--- src/rtl/uart_tx_arb.sv ---
// uart_tx_arb: shares one uart_tx between NUM_REQ byte producers.
// A byte is accepted through a valid/ready handshake and issued as a
// one-cycle write strobe. No new grant is made until the frame completes.
// Optional feature: define UART_TX_ARB_PRIO_EN to give requester 0 fixed
// absolute priority. The remaining requesters then share round-robin.
//
// state      | meaning
// IDLE       | waiting for enable, idle transmitter and a pending request
// ISSUE      | write strobe to uart_tx, start-timeout counter cleared
// WAIT_START | waiting for tx_idle_i to fall (bounded by START_TIMEOUT)
// WAIT_DONE  | frame in flight, waiting for tx_idle_i to return
module uart_tx_arb #(
  parameter int  NUM_REQ       = 4,
  parameter int  START_TIMEOUT = 16,
  localparam int IdW           = $clog2(NUM_REQ)
) (
  input  logic                 clk_i,
  input  logic                 rst_i,
  input  logic                 arb_enable_i,
  input  logic [NUM_REQ-1:0]   req_valid_i,
  input  logic [8*NUM_REQ-1:0] req_data_i,
  output logic [NUM_REQ-1:0]   req_ready_o,
  output logic                 tx_enable_o,
  output logic                 tx_wr_o,
  output logic [7:0]           tx_wr_data_o,
  input  logic                 tx_idle_i,
  output logic                 busy_o,
  output logic [IdW-1:0]       grant_id_o,
  output logic                 err_timeout_o
);

`ifdef UART_TX_ARB_PRIO_EN
  localparam bit PrioEn = 1'b1;
`else
  localparam bit PrioEn = 1'b0;
`endif

  localparam logic [IdW-1:0] PtrRst  = IdW'(NUM_REQ - 1);
  localparam logic [7:0]     CntLast = 8'(START_TIMEOUT - 1);

  typedef enum logic [1:0] {IDLE, ISSUE, WAIT_START, WAIT_DONE} state_e;

  state_e         state_q, state_d;
  logic [IdW-1:0] ptr_q, ptr_d;
  logic [IdW-1:0] grant_id_q, grant_id_d;
  logic [7:0]     data_q, data_d;
  logic [7:0]     cnt_q, cnt_d;
  logic           win_found;
  logic [IdW-1:0] win_idx;
  logic [IdW-1:0] cand_idx;
  int             cand;

  // Winner search: first valid requester above ptr, wrapping; requester 0
  // is pulled out of the rotation when it has fixed priority.
  always_comb begin
    win_found = 1'b0;
    win_idx   = '0;
    cand      = 0;
    cand_idx  = '0;
    if (PrioEn && req_valid_i[0]) begin
      win_found = 1'b1;
    end
    for (int k = 1; k <= NUM_REQ; k++) begin
      cand     = (int'(ptr_q) + k) % NUM_REQ;
      cand_idx = IdW'(cand);
      if (!win_found && req_valid_i[cand_idx] && !(PrioEn && cand_idx == '0)) begin
        win_found = 1'b1;
        win_idx   = cand_idx;
      end
    end
  end

  // Next-state and strobe outputs.
  always_comb begin
    state_d       = state_q;
    ptr_d         = ptr_q;
    grant_id_d    = grant_id_q;
    data_d        = data_q;
    cnt_d         = cnt_q;
    req_ready_o   = '0;
    tx_wr_o       = 1'b0;
    err_timeout_o = 1'b0;
    case (state_q)
      IDLE: begin
        if (!rst_i && arb_enable_i && tx_idle_i && win_found) begin
          req_ready_o = NUM_REQ'(1) << win_idx;
          data_d      = req_data_i[8*win_idx +: 8];
          grant_id_d  = win_idx;
          if (!(PrioEn && win_idx == '0)) begin
            ptr_d = win_idx;
          end
          state_d = ISSUE;
        end
      end
      ISSUE: begin
        tx_wr_o = !rst_i;
        cnt_d   = '0;
        state_d = WAIT_START;
      end
      WAIT_START: begin
        if (!tx_idle_i) begin
          state_d = WAIT_DONE;
        end else if (cnt_q == CntLast) begin
          // Transmitter never started: drop the byte, no retry.
          err_timeout_o = !rst_i;
          state_d       = IDLE;
        end else begin
          cnt_d = cnt_q + 8'd1;
        end
      end
      WAIT_DONE: begin
        if (tx_idle_i) begin
          state_d = IDLE;
        end
      end
      default: state_d = IDLE;
    endcase
  end

  // State and datapath registers with synchronous reset.
  always_ff @(posedge clk_i) begin
    if (rst_i) begin
      state_q    <= IDLE;
      ptr_q      <= PtrRst;
      grant_id_q <= '0;
      data_q     <= '0;
      cnt_q      <= '0;
    end else begin
      state_q    <= state_d;
      ptr_q      <= ptr_d;
      grant_id_q <= grant_id_d;
      data_q     <= data_d;
      cnt_q      <= cnt_d;
    end
  end

  assign busy_o       = (state_q != IDLE);
  // A frame in flight keeps the transmitter enabled even if arbitration stops.
  assign tx_enable_o  = !rst_i && (arb_enable_i || busy_o);
  assign grant_id_o   = grant_id_q;
  assign tx_wr_data_o = data_q;

endmodule

--- config.mk ---
export PLATFORM = sky130hd
export DESIGN_NAME = uart_tx_arb
export DESIGN_NICKNAME = d
export VERILOG_FILES = /design/src/rtl/uart_tx_arb.sv
export SDC_FILE = /design/constraint.sdc
export NUM_CORES = 1
export LEC_CHECK = 0
export CAP_MARGIN = 25
export CORE_UTILIZATION = 43
export DETAILED_ROUTE_END_ITERATION = 16
export MAX_ROUTING_LAYER = met4
export PLACE_DENSITY = 0.9
export SLEW_MARGIN = 20
export SYNTH_ARGS = -nofsm -noshare
export SYNTH_HDL_FRONTEND = slang
export SYNTH_SLANG_ARGS = --single-unit
--- constraint.sdc ---
create_clock -name clk_i -period 2.4 [get_ports clk_i]
set_input_delay 0.6 -clock clk_i [delete_from_list [all_inputs] [get_ports clk_i]]
set_output_delay 0.6 -clock clk_i [all_outputs]
set_load 0.005 [all_outputs]
Word-level counts from Yosys, hierarchy flattened
Cells that the tools add are included.
- flip-flop bits (word level): 22
- output and inout bits: 18
- word-level logic and storage cells: 73
- $add $sub $neg: 5
- $lt $le $gt $ge: 4
- equal/unequal tests: 9
- shift operators: 2
- mux-type cells: 30
- reductions and logical operators: 18
- operator list (kind ; number):
    indexed part select 32 x 6 -> 8 bit ; 1
    2-to-1 mux 2 bit ; 8
    2-to-1 mux 8 bit ; 2
    case mux 8 bit (2 select lines) ; 1
    < comparator 2 x 3 -> 1 bit (second input constant) ; 4
    2-to-1 mux 1 bit ; 12
    adder 8 x 1 -> 8 bit (second input constant) ; 1
    binary-select mux 1 bit (select 2 bit) ; 4
    equality test 8 x 4 -> 1 bit (second input constant) ; 1
    2-to-1 mux 4 bit ; 2
    inequality test 2 bit (second input constant) ; 4
    case mux 2 bit (4 select lines) ; 1
    logical AND 1 bit ; 7
    AND reduction 3 bit ; 2
    adder 2 x 1 -> 2 bit (second input constant) ; 2
    adder 2 bit (second input constant) ; 2
    equality test 2 bit (second input constant) ; 2
    zero test 1 bit ; 4
    nonzero test 2 bit ; 2
    << shifter 1 x 2 -> 4 bit (first input constant) ; 1
    inequality test 3 bit (second input constant) ; 1
    equality test 2 x 1 -> 1 bit (second input constant) ; 1
    zero test 2 bit ; 1
    AND reduction 2 bit ; 1
    logical OR 1 bit ; 1

Longest topological paths before layout
- depth in word-level cells: 16
- gate-level depth with buffers: 6

Worst setup path after synthesis
Ideal clock, no wire load.
- kind: input-to-output
- start: input port req_valid_i[3]
- end: output port req_ready_o[2]
- data arrival time: 1.633 ns
- required time: 1.800 ns
- setup slack: 0.167 ns
- stages: 5
- cell sequence: or4_4 > and3_4 > buf_2 > nand2_1 > nor2_1
- word-level cells in the longest chain between the ends: 15
- ends and longest elaborated chain (item ; line ; source):
    start, declared ; 20 ; input logic [NUM_REQ-1:0] req_valid_i,
    binary-select mux 1 bit (select 2 bit) ; 66 ; if (!win_found && req_valid_i[cand_idx] && !(PrioEn && cand_idx == '0)) begin
    2-to-1 mux 1 bit (implied by the code) ; 66 ;
    2-to-1 mux 1 bit ; 66 ;
    zero test 1 bit ; 66 ;
    logical AND 1 bit ; 66 ;
    2-to-1 mux 1 bit ; 66 ;
    zero test 1 bit ; 66 ;
    logical AND 1 bit ; 66 ;
    2-to-1 mux 1 bit ; 66 ;
    zero test 1 bit ; 66 ;
    logical AND 1 bit ; 66 ;
    2-to-1 mux 2 bit or 2-to-1 mux 1 bit (tied branches) ; 66 ;
    << shifter 1 x 2 -> 4 bit or logical AND 1 bit (tied branches) ; 86, 85 ;
    2-to-1 mux 4 bit (*) ; 85 ; if (!rst_i && arb_enable_i && tx_idle_i && win_found) begin
    2-to-1 mux 4 bit (*) ; 83 ; case (state_q)
    end, declared ; 22 ; output logic [NUM_REQ-1:0] req_ready_o,
Every way passes the cells marked *; elsewhere a longest branch is shown, timed or not. The select of a mux whose other input is x is not followed.

Worst setup path after layout
Same ends and word-level chain as after synthesis.

==> flow_summary.yaml <==
logic_synthesis:
  synthesis.area_um2: 1410
  synthMuxAreaShare_pct: 6.03
  seq_area_frac_synth_pct: 31.2
  synth_nets: 204
  async_flop_share_pct: 0
  synth_top_area_share_pct: 31.2
  synth_compound_area_share_pct: 28.2
  synth-xor-area-share_pct: 3.73
  synth_top_family_by_area: "compound AO/OA/AOI/OAI gates"
  synth_warnings: 0
  yosysUniqueCellTypes: 50
  synth-edff-count: 0
  yosys_most_used_dff: "dfxtp_1"
  synthAdderAreaFrac_pct: 0.887
  synth.largest_area_cell: "dfxtp_1"
  avgSynthCellArea_um2: 8.65
  synth_cells: 163
  netlist_top_cells_area: "dfxtp_1, nor2_1, a211oi_1"
  yosys.area_share.simple_pct: 26.7
  ys_ff_latch: 22
detailed_routing:
  drc: 0
  wl_mm: 4.89
  vias: 1654
  dr.pass1.iters: 4
  vias_per_cell: 5.59
  wl_per_cell_um: 16.5
  drtAntennaViolNets: 0
  drtIter0Drc: 123
die:
  dieHeight_um: 59.3
  dieArea_um2: 3510
  core_um2: 3080
  ios: 58
  rows: 20
  die_x_um: 59.3
  start_util_pct: 45.8
worst_setup_path:
  path_class: "input pin to output port"
  cp_max_fo: 3
  crit_buf_inv: 3
  slowest_delay_ps: 530
  crit_path_cell_trace: "buf_6 -> or4_4 -> and3_4 -> buf_4 -> nand2_4 -> nor2_1 -> buf_2"
  cp_slowest_cell: "or4_4"
  cp-end-kind: "output port"
  critPathRequiredTime_ps: 1800
  setup.worst_path.start_class: "input pin"
  critical-path-top-delay-family: "simple AND/OR/NAND/NOR gates"
  arrival_ps: 1780
clock_network:
  cts_made_buffers: 3
  cts_tree: "done"
  cts_root_buffer: "clkbuf_4"
  worstSkewPairLatency_ps: 320
  clock_path_buffers: 2
  clk_pin_slew_ps: 130
  cts_sinks: 22
  htreeDepth: 1
  cts-hold-fix-buffers: 0
global_routing:
  gr-total-overflow: 0
  antenna_found_initial: 0
  grt_pass1_wl_mm: 7.81
  grt_pass1_vias: 1678
  grt_usage_pct: 30.6
  grt_max_degree: 21
layout:
  final_cell_count_no_fill: 296
  drive_gt1_share_pct: 30.6
  nets: 294
  num_antenna_cells: 0
  multi_input_area_um2: 980
  nFillCells: 210
  area_delta_synth_final_pct: 66.2
  regArea_um2: 444
timing:
  slew_headroom_pct: 77.9
  setup_viol: 0
  post-route-min-period_ps: 2380
  drv_slew: 0
  setup_slack_ps: 23.2
  finalCritPeriodShare_pct: 99.0
  fin_setup_tns_ps: 0
  rsz0062_at_grt: "true"
  fin_skew_ps: 8.07
  fmax_mhz: 421
  worstMarginPinSlew_ps: 331
  hold_viol_final: 0
place:
  dp_cells: 286
  place_congestion: 0.893
  post-place-ws_ps: -699
  hpwlAfterDp_mm: 3.48
  io_buffers: 57
power:
  p_clk_share_pct: 29.7
  power.static_leakage_nw: 0.931
  intPower_mw: 0.730
  combPwrFrac_pct: 31.3
  peakVddDrop_uv: 387
  power.share.sequential_pct: 39.0
  power.switching_mw: 0.276
  p_sw_share_pct: 27.4
  power.density_nw_per_um2: 429
worst_hold_path:
  hold_class: "register to register"
job:
  max_cap_violations: 0
run_status:
  status: "finished, final reports clean"
[layout make-up]
| class | count | share of cell area, % |
|---|---|---|
| Multi-Input combinational cell | 131 | 41.8 |
| Timing Repair Buffer | 92 | 34.2 |
| Sequential cell | 22 | 19.0 |
| Tap cell | 44 | 2.35 |
| Clock inverter | 1 | 1.28 |
| Clock buffer | 3 | 0.961 |
| Inverter | 3 | 0.481 |
[synthesized netlist by cell type, types with 2 or more instances]
cell	instances
nor2_1	25
nand2_1	9
buf_2	3
a211oi_1	9
clkbuf_1	3
a2111oi_2	2
inv_1	3
a21boi_0	5
nand3b_1	4
nor3_1	2
dfxtp_1	22
o21ai_0	4
o21bai_1	2
o211a_1	2
o31ai_1	2
mux2i_1	6
a21oi_1	7
nand3_1	11
nand2b_1	5
xnor2_1	6
a31o_1	2
[repair_timing]
item / in CTS / in global routing
endpoints found under the setup margin: 7 / 4
buffers inserted: 5 / 1
gates resized for setup: 49 / 8
gates cloned: 0 / 0
pin swaps: 6 / 5
[through the flow]
| step | util [%] | hold slack (ps) | total power [mW] | area, um^2 |
|---|---|---|---|---|
| 3_3_place_gp | 72.1 | 449 | 0.680 | 2220 |
| 3_5_place_dp | 72.1 | 464 | 0.691 | 2220 |
| 5_1_grt | 76.1 | 505 | 1.04 | 2340 |
| 4_1_cts | 75.7 | 482 | 0.995 | 2330 |
| 6_report | 76.1 | 482 | 1.01 | 2340 |
| 2_1_floorplan | - | 453 | 0.522 | 1410 |
[worst paths after layout]
kind / start / to / slack [ps] / cells past startpoint
worst max-delay path: req_valid_i[3] / req_ready_o[2] / 20 / 7
worst min-delay path: grant_id_o[1]$_SDFFE_PP0P_ / grant_id_o[1]$_SDFFE_PP0P_ / 480 / 2
worst min register to register: grant_id_o[1]$_SDFFE_PP0P_ / grant_id_o[1]$_SDFFE_PP0P_ / 480 / 2
worst max register to register: state_q[1]$_SDFFE_PP0P_ / cnt_q[7]$_SDFFE_PP0P_ / 570 / 7
[state kept, by name, summed over array words and instances (netlist names)]
signal and flops:
tx_wr_data_o 8, cnt_q 8, ptr_q 2, state_q 2
grant_id_o 2
[routing by layer]
layer | track usage, % | vias to the layer above | routed length [um]
met3 | 3.49 | 14 | 230
met2 | 54.7 | 70 | 2510
met5 | - | - | 0
met1 | 35.7 | 789 | 2050
li1 | - | 781 | -
met4 | 8.50 | 0 | 97
[tightest hold or removal path, cell delays in order, from the launching register on]
cell     delay, ps
dfxtp_1        340
nand2_1         50
a21oi_1         50
[kinds of logic after synthesis]
group                      count (synthesis)
buffers and inverters                     10
AOI/OAI and AO/OA                         47
muxes                                      8
adders and majority gates                  1
DFF                                       22
xor gates and xnor gates                   6
and+or+nand+nor                           69
[layout by cell type, fill, tap and decap left out, types with 2 or more instances in the layout]
cell type / instances
nand3b_1: 4
a2111oi_2: 2
a21boi_0: 5
o21ai_0: 4
nand2b_1: 5
a21oi_1: 7
dfxtp_2: 3
o211a_1: 2
inv_1: 3
buf_2: 6
xnor2_1: 6
dlygate4sd2_1: 3
buf_6: 3
dfxtp_1: 19
clkdlybuf4s50_1: 45
nor3_1: 2
nand3_1: 11
nand2_1: 7
clkbuf_4: 3
a31o_1: 2
a211oi_1: 9
o31ai_1: 2
mux2i_1: 6
nor2_1: 24
buf_4: 34
[power groups by stage]
stage,logic (mW),clock network (mW),registers (mW)
after floorplan,0.126,0,0.396
final,0.315,0.299,0.392
after detailed placement,0.293,0,0.398
after CTS,0.308,0.296,0.391
after global routing,0.335,0.314,0.394
after global placement,0.283,0,0.397
Power figures use the tool's default switching activity.
